$ cat src/rtl/lsu_pkg.sv
// Shared types and helpers for the MEM-stage load/store unit.
package lsu_pkg;

    typedef enum logic [1:0] {
        IDLE     = 2'd0,
        REQ      = 2'd1,
        WAIT_RSP = 2'd2,
        DONE     = 2'd3
    } lsu_state_e;

    typedef enum logic [1:0] {
        SZ_B = 2'd0,
        SZ_H = 2'd1,
        SZ_W = 2'd2
    } lsu_size_e;

    localparam logic [2:0] F3_B  = 3'b000;
    localparam logic [2:0] F3_H  = 3'b001;
    localparam logic [2:0] F3_W  = 3'b010;
    localparam logic [2:0] F3_BU = 3'b100;
    localparam logic [2:0] F3_HU = 3'b101;

    // Any funct3 that is not a byte/half encoding for this direction acts as a word.
    function automatic lsu_size_e lsu_size(input logic [2:0] f3, input logic is_store);
        lsu_size_e sz;
        sz = SZ_W;
        if (f3 == F3_B || (!is_store && f3 == F3_BU)) begin
            sz = SZ_B;
        end else if (f3 == F3_H || (!is_store && f3 == F3_HU)) begin
            sz = SZ_H;
        end
        return sz;
    endfunction

    function automatic logic lsu_misaligned(input logic [2:0] f3, input logic [1:0] addr_lo,
                                            input logic is_store);
        logic mis;
        case (lsu_size(f3, is_store))
            SZ_B:    mis = 1'b0;
            SZ_H:    mis = addr_lo[0];
            default: mis = |addr_lo;
        endcase
        return mis;
    endfunction

endpackage

$ cat src/rtl/lsu_lane_fmt.sv
// Byte-lane formatting: store strobe/data replication and load extract/extend.
module lsu_lane_fmt
    import lsu_pkg::*;
(
    input  logic [2:0]  i_st_funct3,
    input  logic [1:0]  i_st_addr_lo,
    input  logic [31:0] i_st_data,
    output logic [3:0]  o_st_strb,
    output logic [31:0] o_st_wdata,
    input  logic [2:0]  i_ld_funct3,
    input  logic [1:0]  i_ld_addr_lo,
    input  logic [31:0] i_ld_rdata,
    output logic [31:0] o_ld_data
);

    logic [7:0]  w_byte;
    logic [15:0] w_half;

    always_comb begin
        o_st_strb  = 4'b1111;
        o_st_wdata = i_st_data;
        case (lsu_size(i_st_funct3, 1'b1))
            SZ_B: begin
                o_st_strb  = 4'b0001 << i_st_addr_lo;
                o_st_wdata = {4{i_st_data[7:0]}};
            end
            SZ_H: begin
                o_st_strb  = i_st_addr_lo[1] ? 4'b1100 : 4'b0011;
                o_st_wdata = {2{i_st_data[15:0]}};
            end
            default: begin
                o_st_strb  = 4'b1111;
                o_st_wdata = i_st_data;
            end
        endcase
    end

    assign w_byte = i_ld_rdata[{i_ld_addr_lo, 3'b000} +: 8];
    assign w_half = i_ld_rdata[{i_ld_addr_lo[1], 4'b0000} +: 16];

    always_comb begin
        o_ld_data = i_ld_rdata;
        case (i_ld_funct3)
            F3_B:    o_ld_data = {{24{w_byte[7]}}, w_byte};
            F3_BU:   o_ld_data = {24'h0, w_byte};
            F3_H:    o_ld_data = {{16{w_half[15]}}, w_half};
            F3_HU:   o_ld_data = {16'h0, w_half};
            default: o_ld_data = i_ld_rdata;
        endcase
    end

endmodule

$ cat src/rtl/mem_lsu_ctrl.sv
// MEM-stage load/store unit: one bus transaction per memory op, stalling the pipe until done.
module mem_lsu_ctrl
    import lsu_pkg::*;
#(
    parameter int unsigned TIMEOUT_CYC = 255
) (
    input  logic        i_clk,
    input  logic        i_rst,
    input  logic        i_mem_rdenM,
    input  logic        i_mem_wrenM,
    input  logic [2:0]  i_funct3M,
    input  logic [31:0] i_alu_dataM,
    input  logic [31:0] i_st_dataM,
    output logic        o_bus_req,
    output logic        o_bus_we,
    output logic [31:0] o_bus_addr,
    output logic [31:0] o_bus_wdata,
    output logic [3:0]  o_bus_strb,
    input  logic        i_bus_gnt,
    input  logic        i_bus_rvalid,
    input  logic [31:0] i_bus_rdata,
    output logic [31:0] o_ld_dataM,
    output logic        o_stall,
    output logic        o_misalign,
    output logic        o_bus_err
);

    localparam int unsigned CNT_W = $clog2(TIMEOUT_CYC);
    localparam logic [CNT_W-1:0] CNT_MAX = CNT_W'(TIMEOUT_CYC - 1);

    lsu_state_e         r_state;
    lsu_state_e         w_state_nxt;
    logic [CNT_W-1:0]   r_cnt;
    logic [31:0]        r_addr;
    logic [2:0]         r_funct3;
    logic               r_we;
    logic [31:0]        r_wdata;
    logic [3:0]         r_strb;
    logic [31:0]        r_ld_data;

    logic               w_op;
    logic               w_idle;
    logic               w_busy;
    logic               w_misalign;
    logic               w_start;
    logic               w_rsp;
    logic               w_tmo;
    logic [3:0]         w_st_strb;
    logic [31:0]        w_st_wdata;
    logic [31:0]        w_ld_ext;

    lsu_lane_fmt u_lane_fmt (
        .i_st_funct3  (i_funct3M),
        .i_st_addr_lo (i_alu_dataM[1:0]),
        .i_st_data    (i_st_dataM),
        .o_st_strb    (w_st_strb),
        .o_st_wdata   (w_st_wdata),
        .i_ld_funct3  (r_funct3),
        .i_ld_addr_lo (r_addr[1:0]),
        .i_ld_rdata   (i_bus_rdata),
        .o_ld_data    (w_ld_ext)
    );

    assign w_op       = i_mem_rdenM | i_mem_wrenM;
    assign w_idle     = (r_state == IDLE);
    assign w_busy     = (r_state == REQ) || (r_state == WAIT_RSP);
    assign w_misalign = w_idle & w_op & lsu_misaligned(i_funct3M, i_alu_dataM[1:0], i_mem_wrenM);
    assign w_start    = w_idle & w_op & ~w_misalign;
    assign w_rsp      = (r_state == WAIT_RSP) & i_bus_rvalid;
    // A response arriving in the final budget cycle still counts as completion.
    assign w_tmo      = w_busy & (r_cnt == CNT_MAX) & ~w_rsp;

    always_comb begin
        w_state_nxt = r_state;
        case (r_state)
            IDLE:     if (w_start) w_state_nxt = REQ;
            REQ: begin
                if (w_tmo) w_state_nxt = DONE;
                else if (i_bus_gnt) w_state_nxt = WAIT_RSP;
            end
            WAIT_RSP: if (w_rsp || w_tmo) w_state_nxt = DONE;
            default:  w_state_nxt = IDLE;
        endcase
    end

    always_ff @(posedge i_clk or posedge i_rst) begin
        if (i_rst) begin
            r_state   <= IDLE;
            r_cnt     <= '0;
            r_addr    <= '0;
            r_funct3  <= '0;
            r_we      <= 1'b0;
            r_wdata   <= '0;
            r_strb    <= '0;
            r_ld_data <= '0;
        end else begin
            r_state <= w_state_nxt;
            if (w_start) begin
                r_cnt    <= '0;
                r_addr   <= i_alu_dataM;
                r_funct3 <= i_funct3M;
                r_we     <= i_mem_wrenM;
                r_wdata  <= w_st_wdata;
                r_strb   <= i_mem_wrenM ? w_st_strb : 4'b0000;
            end else if (w_busy) begin
                r_cnt <= r_cnt + 1'b1;
            end
            if (w_rsp) begin
                r_ld_data <= r_we ? 32'h0 : w_ld_ext;
            end else if (w_tmo) begin
                r_ld_data <= 32'h0;
            end
        end
    end

    assign o_bus_req   = (r_state == REQ) & ~w_tmo;
    assign o_bus_we    = r_we;
    assign o_bus_addr  = {r_addr[31:2], 2'b00};
    assign o_bus_wdata = r_wdata;
    assign o_bus_strb  = r_strb;
    assign o_ld_dataM  = r_ld_data;
    assign o_stall     = ~i_rst & (w_start | w_busy);
    assign o_misalign  = w_misalign;
    assign o_bus_err   = w_tmo;

endmodule

$ cat config.mk
export PLATFORM = sky130hd
export DESIGN_NAME = mem_lsu_ctrl
export DESIGN_NICKNAME = d
export VERILOG_FILES = /design/src/rtl/lsu_pkg.sv /design/src/rtl/lsu_lane_fmt.sv /design/src/rtl/mem_lsu_ctrl.sv
export SDC_FILE = /design/constraint.sdc
export NUM_CORES = 1
export LEC_CHECK = 0
export CORE_AREA = 2 2 118 120
export CTS_BUF_LIST = sky130_fd_sc_hd__clkbuf_8
export DETAILED_ROUTE_END_ITERATION = 6
export DIE_AREA = 0 0 120 122
export PLACE_DENSITY = 0.87
export REMOVE_ABC_BUFFERS = 1
export SETUP_SLACK_MARGIN = 0.2
export SLEW_MARGIN = 40
export SYNTH_ARGS = -nofsm -noshare
export SYNTH_HDL_FRONTEND = slang
export SYNTH_SLANG_ARGS = --single-unit
$ cat constraint.sdc
create_clock -name i_clk -period 4.1 [get_ports i_clk]
set_input_delay 0.615 -clock i_clk [delete_from_list [all_inputs] [get_ports i_clk]]
set_output_delay 0.615 -clock i_clk [all_outputs]
set_load 0.03 [all_outputs]
Yosys cells after proc, flatten, opt, wreduce, memory -nomap -nowiden

Cells that the tools add are included.

Register bits: 114
Logic and storage cells: 76
Output and inout port bits: 105

Bitwise operators: 14
Mux-type cells: 20
Reduce and logical (&&, ||, !) cells: 16
Equality and inequality tests: 14
$add $sub $neg: 1
Shifts and indexed selects: 3

Operators by type and width:

| operator                                                               | number |
|---|---|
| 32-bit one-hot mux with 4 select lines                                 | 1 |
| 32-bit two-way mux                                                     | 3 |
| 32-bit one-hot mux with 2 select lines                                 | 1 |
| 32-bit by 6-bit variable part select with 16-bit output                | 1 |
| 32-bit by 6-bit variable part select with 8-bit output                 | 1 |
| 2-bit two-way mux                                                      | 8 |
| 8-bit two-way mux                                                      | 2 |
| 3-bit equality test (second input constant)                            | 4 |
| 8-bit by 1-bit adder with 8-bit output (second input constant)         | 1 |
| 1-bit AND                                                              | 8 |
| 8-bit equality test (second input constant)                            | 1 |
| 4-bit two-way mux                                                      | 2 |
| 4-bit one-hot mux with 2 select lines                                  | 1 |
| 2-bit by 1-bit equality test with 1-bit output (second input constant) | 3 |
| 3-bit by 1-bit equality test with 1-bit output (second input constant) | 2 |
| 2-bit zero test                                                        | 3 |
| 3-bit zero test                                                        | 2 |
| 2-bit one-hot mux with 3 select lines                                  | 1 |
| 1-bit logical OR                                                       | 4 |
| 2-bit by 1-bit != test with 1-bit output (second input constant)       | 2 |
| 1-bit inverter                                                         | 4 |
| 2-bit nonzero test                                                     | 2 |
| 1-bit by 2-bit << shifter with 4-bit output (first input constant)     | 1 |
| 3-bit != test (second input constant)                                  | 1 |
| other kinds (7)                                                        | 9 |

Logic depth before layout (Yosys ltp)

Depth in word-level cells: 12
Mapped depth: 8
Mapped depth without buffers: 6

Modules after synthesis

A second synthesis with hierarchy kept.

Cell total of the unflattened synthesis: 659
Area total of the unflattened synthesis: 6025.8 um2

By module, submodules not included:

| module       | area each (um2) | instances | seq. area each (um2) | cells each |
|---|---|---|---|---|
| mem_lsu_ctrl | 4804.6          | 1         | 2852.7               | 482 |
| lsu_lane_fmt | 1221.2          | 1         | 0.0                  | 177 |

Worst setup path before layout

Ideal clock, no wire load.

Path kind: input to output
From: input port i_mem_wrenM
To: output port o_stall
Stages on the path: 6
Buffers on the path: 2
Arrival: 1.949 ns
Setup slack: 1.536 ns
Data required time: 3.485 ns
Cells stage by stage: buf_2 > a221o_1 > a21oi_2 > buf_4 > nor2_1 > nor2_1

Word-level cells in the longest chain between the ends: 12

RTL lines:

| item                                                                              | line                         | RTL |
|---|---|---|
| start: declaration                                                                | mem_lsu_ctrl.sv:10           | `input logic i_mem_wrenM,` |
| 1-bit zero test                                                                   | lsu_pkg.sv:27, lsu_pkg.sv:29 |  |
| 1-bit logical AND                                                                 | lsu_pkg.sv:29                | `end else if (f3 == F3_H \|\| (!is_store && f3 == F3_HU)) begin` |
| 1-bit logical OR                                                                  | lsu_pkg.sv:29                |  |
| 2-bit two-way mux                                                                 | lsu_pkg.sv:29                |  |
| 2-bit two-way mux                                                                 | lsu_pkg.sv:27                | `if (f3 == F3_B \|\| (!is_store && f3 == F3_BU)) begin` |
| 2-bit by 1-bit equality test with 1-bit output or 2-bit zero test (tied branches) | lsu_pkg.sv:38                | `case (lsu_size(f3, is_store))` |
| 1-bit one-hot mux with 2 select lines                                             | lsu_pkg.sv:38                |  |
| 1-bit AND                                                                         | mem_lsu_ctrl.sv:67           | `assign w_misalign = w_idle & w_op & lsu_misaligned(i_funct3M, i_alu_dataM[1:0], i_mem_wrenM);` |
| 1-bit inverter                                                                    | mem_lsu_ctrl.sv:68           | `assign w_start = w_idle & w_op & ~w_misalign;` |
| 1-bit AND (*)                                                                     | mem_lsu_ctrl.sv:68           |  |
| 1-bit bitwise OR (*)                                                              | mem_lsu_ctrl.sv:122          | `assign o_stall = ~i_rst & (w_start \| w_busy);` |
| 1-bit AND (*)                                                                     | mem_lsu_ctrl.sv:122          |  |
| end: declaration                                                                  | mem_lsu_ctrl.sv:23           | `output logic o_stall,` |

Mark *: on every way between the ends. The rest lies on a longest branch, timed or not.

Final worst setup path

From: register r_state[1]
To: output port o_bus_req

Word-level cells in the longest chain between the ends: 6

RTL lines:

| item                                                                                  | line                                                        | RTL |
|---|---|---|
| start: declaration                                                                    | mem_lsu_ctrl.sv:31                                          | `lsu_state_e r_state;` |
| start signal: assignment                                                              | mem_lsu_ctrl.sv:97                                          | `r_state <= w_state_nxt;` |
| 2-bit by 1-bit equality test with 1-bit output or 2-bit equality test (tied branches) | mem_lsu_ctrl.sv:66, mem_lsu_ctrl.sv:116, mem_lsu_ctrl.sv:69 |  |
| 1-bit logical OR or 1-bit AND (tied branches)                                         | mem_lsu_ctrl.sv:66, mem_lsu_ctrl.sv:69                      |  |
| 1-bit AND or 1-bit inverter (tied branches)                                           | mem_lsu_ctrl.sv:71                                          | `assign w_tmo = w_busy & (r_cnt == CNT_MAX) & ~w_rsp;` |
| 1-bit AND                                                                             | mem_lsu_ctrl.sv:71                                          |  |
| 1-bit inverter                                                                        | mem_lsu_ctrl.sv:116                                         | `assign o_bus_req = (r_state == REQ) & ~w_tmo;` |
| 1-bit AND (*)                                                                         | mem_lsu_ctrl.sv:116                                         |  |
| end: declaration                                                                      | mem_lsu_ctrl.sv:14                                          | `output logic o_bus_req,` |

Marks and branches as above.

==> results <==
- On the critical path the largest part of the delay comes from buffers and inverters.
- The final number of max-transition violations came to 0.
- Global routing used 22.9% of the available tracks across all layers.
- Of the total power, the share spent switching nets is 42.7%.
- The fraction of final layout cells with drive strength greater than 1 is 7.38%.
- The minimum clock period after layout is 3.19 ns.
- STA classifies the critical path endpoint as an output port.
- The first global-routing pass estimated ~26000 um of wire.
- After global routing the overflow that remains totals 0.
- The startpoint type of the worst setup path is a flip-flop.
- 210 I/O pins were placed.
- The static power due to leakage is 3.76 nW.
- The clock tree synthesis step divided the H-tree into 4 levels.
- The commonest cells after synthesis are nand2_1 (174), dfrtp_1 (114), o21ai_0 (46).
- The setup total negative slack is 0 ns.
- OpenSTA, run right after detailed placement, puts the worst setup slack at 0.971 ns.
- The wire-length estimate of the detail-placed layout is 11500 um.
- Post-CTS repair changed the size of 0 cells.
- IR analysis of the VDD net gives a maximum drop of 0.000426 V.
- Per report_power, the sequential group accounts for a little under a third of the total.
- Measured in cells, the most critical reg-to-reg path has a length of 6.
- The area of the mapped netlist is 0.00592 mm2.
- Data on the critical path is required at its endpoint by 3.48 ns.
- For the worst-skew pair, the clock arrives at the later sink with an insertion delay of 0.43 ns.
- The final worst-path setup slack is between 0.9 and 1 ns.
- Setup violations remaining at the end of the flow were counted as 0.
- The first element of the critical path is r_state[1]$_DFFE_PP0P_.
- The slowest stage of the critical path is the clkdlybuf4s50_1 cell.
- The internal portion of the total power is 3.62 mW.
- The startpoint of the most critical hold path is r_addr[10]$_DFFE_PP0P_.
- Between clock sinks in the finished design, the worst skew comes to 0.00769 ns.
- The longest individual stage delay on the worst path is just under 0.6 ns.
- The final weighted congestion of routability-driven global placement is 0.787.
- The die boundary width is 120 um.
- The critical path class is reg -> out.
- Ranked by total cell area, the synthesized netlist is headed by dfrtp_1 (48%), nand2_1 (11%), mux2i_1 (4.2%), buf_4 (4.2%), o21ai_0 (3.9%).
- The total stage count of the critical path is 6.
- The top fanout value on the critical path is 9.
- The initial antenna violation count is 0.
- Of all cell types, the one taking the most synthesized area is dfrtp_1.
- The largest net degree at the start of global routing is 66.
- The post-CTS clock slew at the launch and capture registers of the worst setup and hold paths is 0.07 ns.
- The number of sinks driven by the clock tree is roughly 110.
- For this design the total switching power over the nets is 2.70 mW.
- The final number of hold-violating endpoints is 0.
- The clock network power share is between 10% and 20%.
- The initial DRC count is 369.
- Counting stages on the worst path, the most repeated cell is inv_1.
- Buffers inserted during clock tree synthesis total 17.
- The run finished with clean final reports.
- The power per cell area is 768 mW/mm2.
- The number of DRC violations after detailed routing is 0.
- The slew at the pin with the worst max-slew slack is 0.793 ns.
- The number of different library cells used by synthesis comes to 48.
- The number of flip-flops and latches in the synthesized netlist is 114.
- The die is 122 um tall.
- After synthesis, the share of flip-flops with an asynchronous set or reset is 100%.
- The number of buffers inserted to repair setup after CTS is 0.
- The library cell used as clock root buffer is clkbuf_8.
- The area overhead of the layout relative to synthesis is 39.0%.
- The arrival time of the worst setup path is 2.58 ns.
- The core box area is 0.0135 mm2.
- The relative slew slack is 47.0%.
- The die footprint is between 0.01 and 0.015 mm2.
- The share of total power dissipated in combinational logic is approximately 52%.
- Port buffering added about 210 buffers.
- Once the floorplan was initialized, standard cells occupied between 40 and 50% of the core.
- Summing over every cut layer, the via total after detailed routing is between 5000 and 6000.
- The share of the synthesized area in the top cell type is between 40% and 50%.
- Summing the sequential cell areas from Yosys gives 48.2% of the chip area.
- The overall routed net length is 16300 um.
- The launch point of the worst reg-to-reg path is r_state[0]$_DFFE_PP0P_.
- After technology mapping, the gate count stands at about 630.
- The mean cell area of the mapped netlist is 9.48 um2.
- In this run, post-CTS hold repair placed 0 buffers.
- The placement row count is between 40 and 50.
- The capturing element of the worst setup path is o_bus_req.
- The number of nets still failing antenna checks after routing is 0.
- The number of warning messages in the yosys log is 0.
- The longest clock path from root to sink contains 2 buffers.
- The share of the clock period used by the worst path after layout is between 70% and 80%.
- The tool flagged a number of max-cap violations equal to 0.
- The setup check on the worst reg-to-reg path leaves a slack of around 1.9 ns.
- Timing would allow up to 313 MHz.
- In this run, synthesis inferred 0 flip-flops with an integrated enable.
- Setup repair after global routing left no endpoint under its margin.
- For this run, the detailed router's first-pass iteration total came to 4.
- The worst hold path class is reg -> reg.
- The number of antenna cells inserted is 0.
- The most numerous cell in the Yosys netlist is nand2_1.
- The detailed-route vias per instance is between 5 and 6.
- The number of global-route vias before repair is 5015.
- The endpoint identified for the worst register-to-register timing path is o_bus_wdata[17]$_DFFE_PP0P_.
- The critical path goes through inv_1, ha_1, nand4_1, o31ai_2, inv_1, clkdlybuf4s50_1.
- In the synthesized netlist the dominant register cell turns out to be dfrtp_1.
- The post-detailed-route wirelength per cell is ~17 um.
- At the end of the flow, the number of nets in the layout was 899.
- The number of buffers and inverters on the critical path is 3.
- The CTS tree is done.
==> worst reg2reg max path, cell delays in order, from the launching register on <==
cell and delay (ns):
dfrtp_1 0.37, inv_1 0.09, ha_1 0.24, o21ai_0 0.22, a21o_2 0.55, buf_4 0.40, o21ai_0 0.18
==> cells in the final DEF (no fill, tap or decap), types with 3 or more instances in the layout <==
| cell | count |
|---|---|
| and2_1 | 3 |
| a32o_1 | 7 |
| clkdlybuf4s50_1 | 206 |
| a21o_1 | 17 |
| mux2i_1 | 25 |
| clkbuf_8 | 20 |
| a22o_1 | 16 |
| o21ai_0 | 46 |
| a21oi_1 | 8 |
| nand3_1 | 4 |
| nor2b_1 | 3 |
| nor2_1 | 24 |
| xor2_1 | 4 |
| dfrtp_1 | 113 |
| o2bb2ai_1 | 10 |
| nand2_1 | 174 |
| o21ai_1 | 3 |
| o22ai_1 | 8 |
| buf_4 | 9 |
| a221o_1 | 7 |
| nand4_1 | 4 |
| ha_1 | 6 |
| bufinv_16 | 3 |
| mux4_2 | 6 |
| nand2b_1 | 18 |
| inv_1 | 21 |
==> power by group through the flow <==
stage                     combinational (mW)  clock (mW)  sequential [mW]
after detailed placement                3.27           0             2.00
after global placement                  3.21           0             1.98
after CTS                               3.29        1.09             1.99
after global routing                    3.51        1.15             2.06
after floorplan                         1.12           0             2.76
final                                   3.26        1.06             2.00
==> routing by layer <==
layer,routed length [um],global-route usage [%]
met1,6680,28.4
met3,1570,8.52
met5,0,0
met4,261,9.56
met2,7740,36.1
==> kinds of logic (layout without fill, tap and decap cells) <==
kind of cell	after synthesis	count (layout)	synth area share, %
xor+xnor	5	5	0.739
fa+ha+maj	6	6	1.27
flops	114	114	48.2
compound gates	134	134	16.0
other cells	1	2	0.0633
buf+inv	89	263	9.38
mux	33	33	6.95
simple gates	243	243	17.4
==> stage by stage <==
| step | power [mW] | instances | area (um2) | util [%] | hold slack, ns |
|---|---|---|---|---|---|
| 6_report | 6.32 | 980 | 8230 | 60.9 | 0.474 |
| 5_1_grt | 6.72 | 980 | 8230 | 60.9 | 0.495 |
| 4_1_cts | 6.37 | 980 | 8230 | 60.9 | 0.475 |
| 3_5_place_dp | 5.27 | 949 | 7830 | 58.0 | 0.460 |
| 3_3_place_gp | 5.20 | 949 | 7820 | 57.9 | 0.454 |
| 2_1_floorplan | 3.88 | 553 | 5430 | - | 0.505 |
==> registers in the layout, indices dropped and copies added, names as in the netlist <==
register and cells:
o_bus_strb 4, o_bus_wdata 32, o_bus_we 1, o_ld_dataM 32
r_addr 32, r_cnt 8, r_funct3 3, r_state 2
==> final cells by class <==
class,instances,area [um2]
sequential,114,2850
tap,180,225
clock buffer,20,275
clock inverter,11,123
inverter,16,65.1
multi-input combinational,423,2540
fill,1122,5270
timing repair buffer,216,2150
==> worst min path at each step <==
stage,endpoint,slack (ns),depth (start not counted)
floorplan,r_cnt[6]$_DFFE_PP0P_,0.50,2
global placement,o_bus_strb[3]$_DFFE_PP0P_,0.45,2
detailed placement,o_bus_strb[2]$_DFFE_PP0P_,0.46,2
CTS,o_bus_strb[2]$_DFFE_PP0P_,0.48,2
global route,r_addr[17]$_DFFE_PP0P_,0.49,2
finish,r_addr[10]$_DFFE_PP0P_,0.47,2
(Power assumes the default switching activity.)
==> edit: new RTL, same settings <==
The 4 states of `lsu_state_e` get a one-hot encoding in 4 bits.
--- a/src/rtl/lsu_pkg.sv
+++ b/src/rtl/lsu_pkg.sv
@@ -1,11 +1,11 @@
 // Shared types and helpers for the MEM-stage load/store unit.
 package lsu_pkg;
 
-    typedef enum logic [1:0] {
-        IDLE     = 2'd0,
-        REQ      = 2'd1,
-        WAIT_RSP = 2'd2,
-        DONE     = 2'd3
+    typedef enum logic [3:0] {
+        IDLE     = 4'b0001,
+        REQ      = 4'b0010,
+        WAIT_RSP = 4'b0100,
+        DONE     = 4'b1000
     } lsu_state_e;
 
     typedef enum logic [1:0] {
Behaviour: no difference found for any inputs over 4 cycles, from zero or initial values and one cycle with i_rst high; so few cycles prove little.
==> edit against the original RTL <==
- area after synthesis shrank 3.5%
- power shrank 7.0%
- final area is 1.5% lower
- core utilization decreased by 0.90 points
- routed wire length decreased by 4.6%
- first-iteration DRC count rose by 11%
- worst setup slack got worse by 0.16 ns
- synthesized cell count is 5.4% lower
- sequential cell count is 2 higher
==> edit: results (changes against the original RTL) <==
OUTCOME
---------------------------------------------------------------------------
Outcome                                                        finished, final reports clean

GLOBAL ROUTE
---------------------------------------------------------------------------
Antenna violations before repair                                          1   +1
Global-route track usage on met1                                      26.9%   -1.4 points
Aggregate global-route resource usage                                 22.5%   -0.42 points
Met3 capacity usage during global routing                             9.27%   +0.75 points
Maximum number of pins on one net before global-route repair             62   -6.1%
Met2 global-route usage                                               36.3%   +0.18 points

CRITICAL PATH
---------------------------------------------------------------------------
Endpoint of the worst register-to-register path                o_bus_wdata[16]
Crit Reg-Reg Startpoint                                          r_state[0]
Reg-to-reg slack, setup                                             1.62 ns   -0.30 ns
Top Family by Delay on Critical Path                           simple AND/OR/NAND/NOR gates
Cell depth of the worst flop-to-flop path                                 7   +1
Delay of the slowest critical-path stage                            0.70 ns   +0.11 ns
Arr. time, crit path                                                2.74 ns   +0.16 ns

SYNTHESIS
---------------------------------------------------------------------------
Yosys cell types                                                         53   +10%
Gate Count Post-Synth                                                   591   -5.4%
Area contributors post-synth                                   sky130_fd_sc_hd__dfrtp_1, sky130_fd_sc_hd__nand2_1, sky130_fd_sc_hd__o21ai_0
Most instantiated cells after synthesis                        sky130_fd_sc_hd__nand2_1, sky130_fd_sc_hd__dfrtp_1, sky130_fd_sc_hd__o21ai_0
Share of synthesized area occupied by flip-flops and latches          50.8%   +2.7 points
Yosys top cell area share                                             50.4%   +2.2 points

MIN PATH
---------------------------------------------------------------------------
Source of the worst hold timing path                             r_addr[25]
Worst hold endpoint                                              r_addr[25]

DETAILED ROUTING
---------------------------------------------------------------------------
Amount of wire on met2 after detailed routing                       7.35 mm   -5.1%
Per-cell via count in the routed design                                5.12   -1.9%
Highest metal layer used by the detailed router                        met5
Vias                                                                  4,876   -4.6%
Detailed-routed wire length on met3                                 1.41 mm   -9.9%
M1 WL                                                               6.44 mm   -3.7%
WL final                                                            15.5 mm   -4.6%

FINAL LAYOUT
---------------------------------------------------------------------------
Number of nets in the layout                                            871   -3.1%
Layout cell share with drive strength beyond 1                        7.76%   +0.39 points
Count of antenna diodes in the layout                                     0   unchanged

PLACE
---------------------------------------------------------------------------
Routability congestion estimate                                       0.784   -0.34%
Area after DPL                                                     7760 µm²   -0.89%
Number of cells in the design after placement                           925   -2.5%
Post-placement worst setup slack                                   0.907 ns   -0.0639 ns

PWR
---------------------------------------------------------------------------
VDD IR-drop max                                                  0.000378 V   -11%

TIMING
---------------------------------------------------------------------------
Worst clock skew on the final layout                              0.0117 ns   +0.00398 ns
Slew Limit Headroom                                                   46.4%   -0.56 points
Worst hold slack across all endpoints                              0.473 ns   -0.00102 ns

-- edit: cell types whose count changed after synthesis, moves of 8 or more --
cell	before	now
sky130_fd_sc_hd__o21ai_0	46	55
sky130_fd_sc_hd__a221o_1	7	16
sky130_fd_sc_hd__a21o_1	18	1
sky130_fd_sc_hd__nand2b_1	18	5
sky130_fd_sc_hd__a22o_1	16	1
sky130_fd_sc_hd__o22ai_1	8	0
sky130_fd_sc_hd__inv_1	16	6
-- edit: layout make-up --
| type | instances | area (µm²) |
|---|---|---|
| Tap cell | 180 | 225 |
| Timing Repair Buffer | 220 | 2210 |
| Multi-Input combinational cell | 402 | 2390 |
| Clock inverter | 7 | 58.8 |
| Inverter | 7 | 28.8 |
| Clock buffer | 21 | 289 |
| Sequential cell | 116 | 2900 |
| Fill cell | 1115 | 5400 |
-- edit: power by group --
part	total [mW]	switching [mW]	internal [mW]	leakage, nW
combinational	2.98	1.72	1.25	1.93
sequential	1.94	0.337	1.60	1.50
clock	0.960	0.439	0.521	0.190
total	5.88	2.50	3.38	3.61
-- edit: worst max-delay path by stage --
stage                startpoint              end  slack (ns)  cells after the start
finish               r_state[0]       o_misalign        0.75                      4
detailed placement  i_mem_wrenM       o_misalign        0.91                      4
CTS                  r_state[0]       o_misalign        0.70                      4
global route         r_state[0]       o_misalign        0.51                      4
floorplan           i_mem_wrenM  o_bus_wdata[10]       -0.50                      3
global placement    i_mem_wrenM       o_misalign        0.96                      4
-- edit: logic make-up after synthesis --
logic type | Yosys count | share of synthesized area (%)
xor+xnor | 8 | 1.36
compound gates | 112 | 13.6
simple gates | 243 | 18.6
buf+inv | 74 | 7.77
mux | 35 | 7.29
other cells | 1 | 0.0656
fa+ha+maj | 2 | 0.438
flops | 116 | 50.8
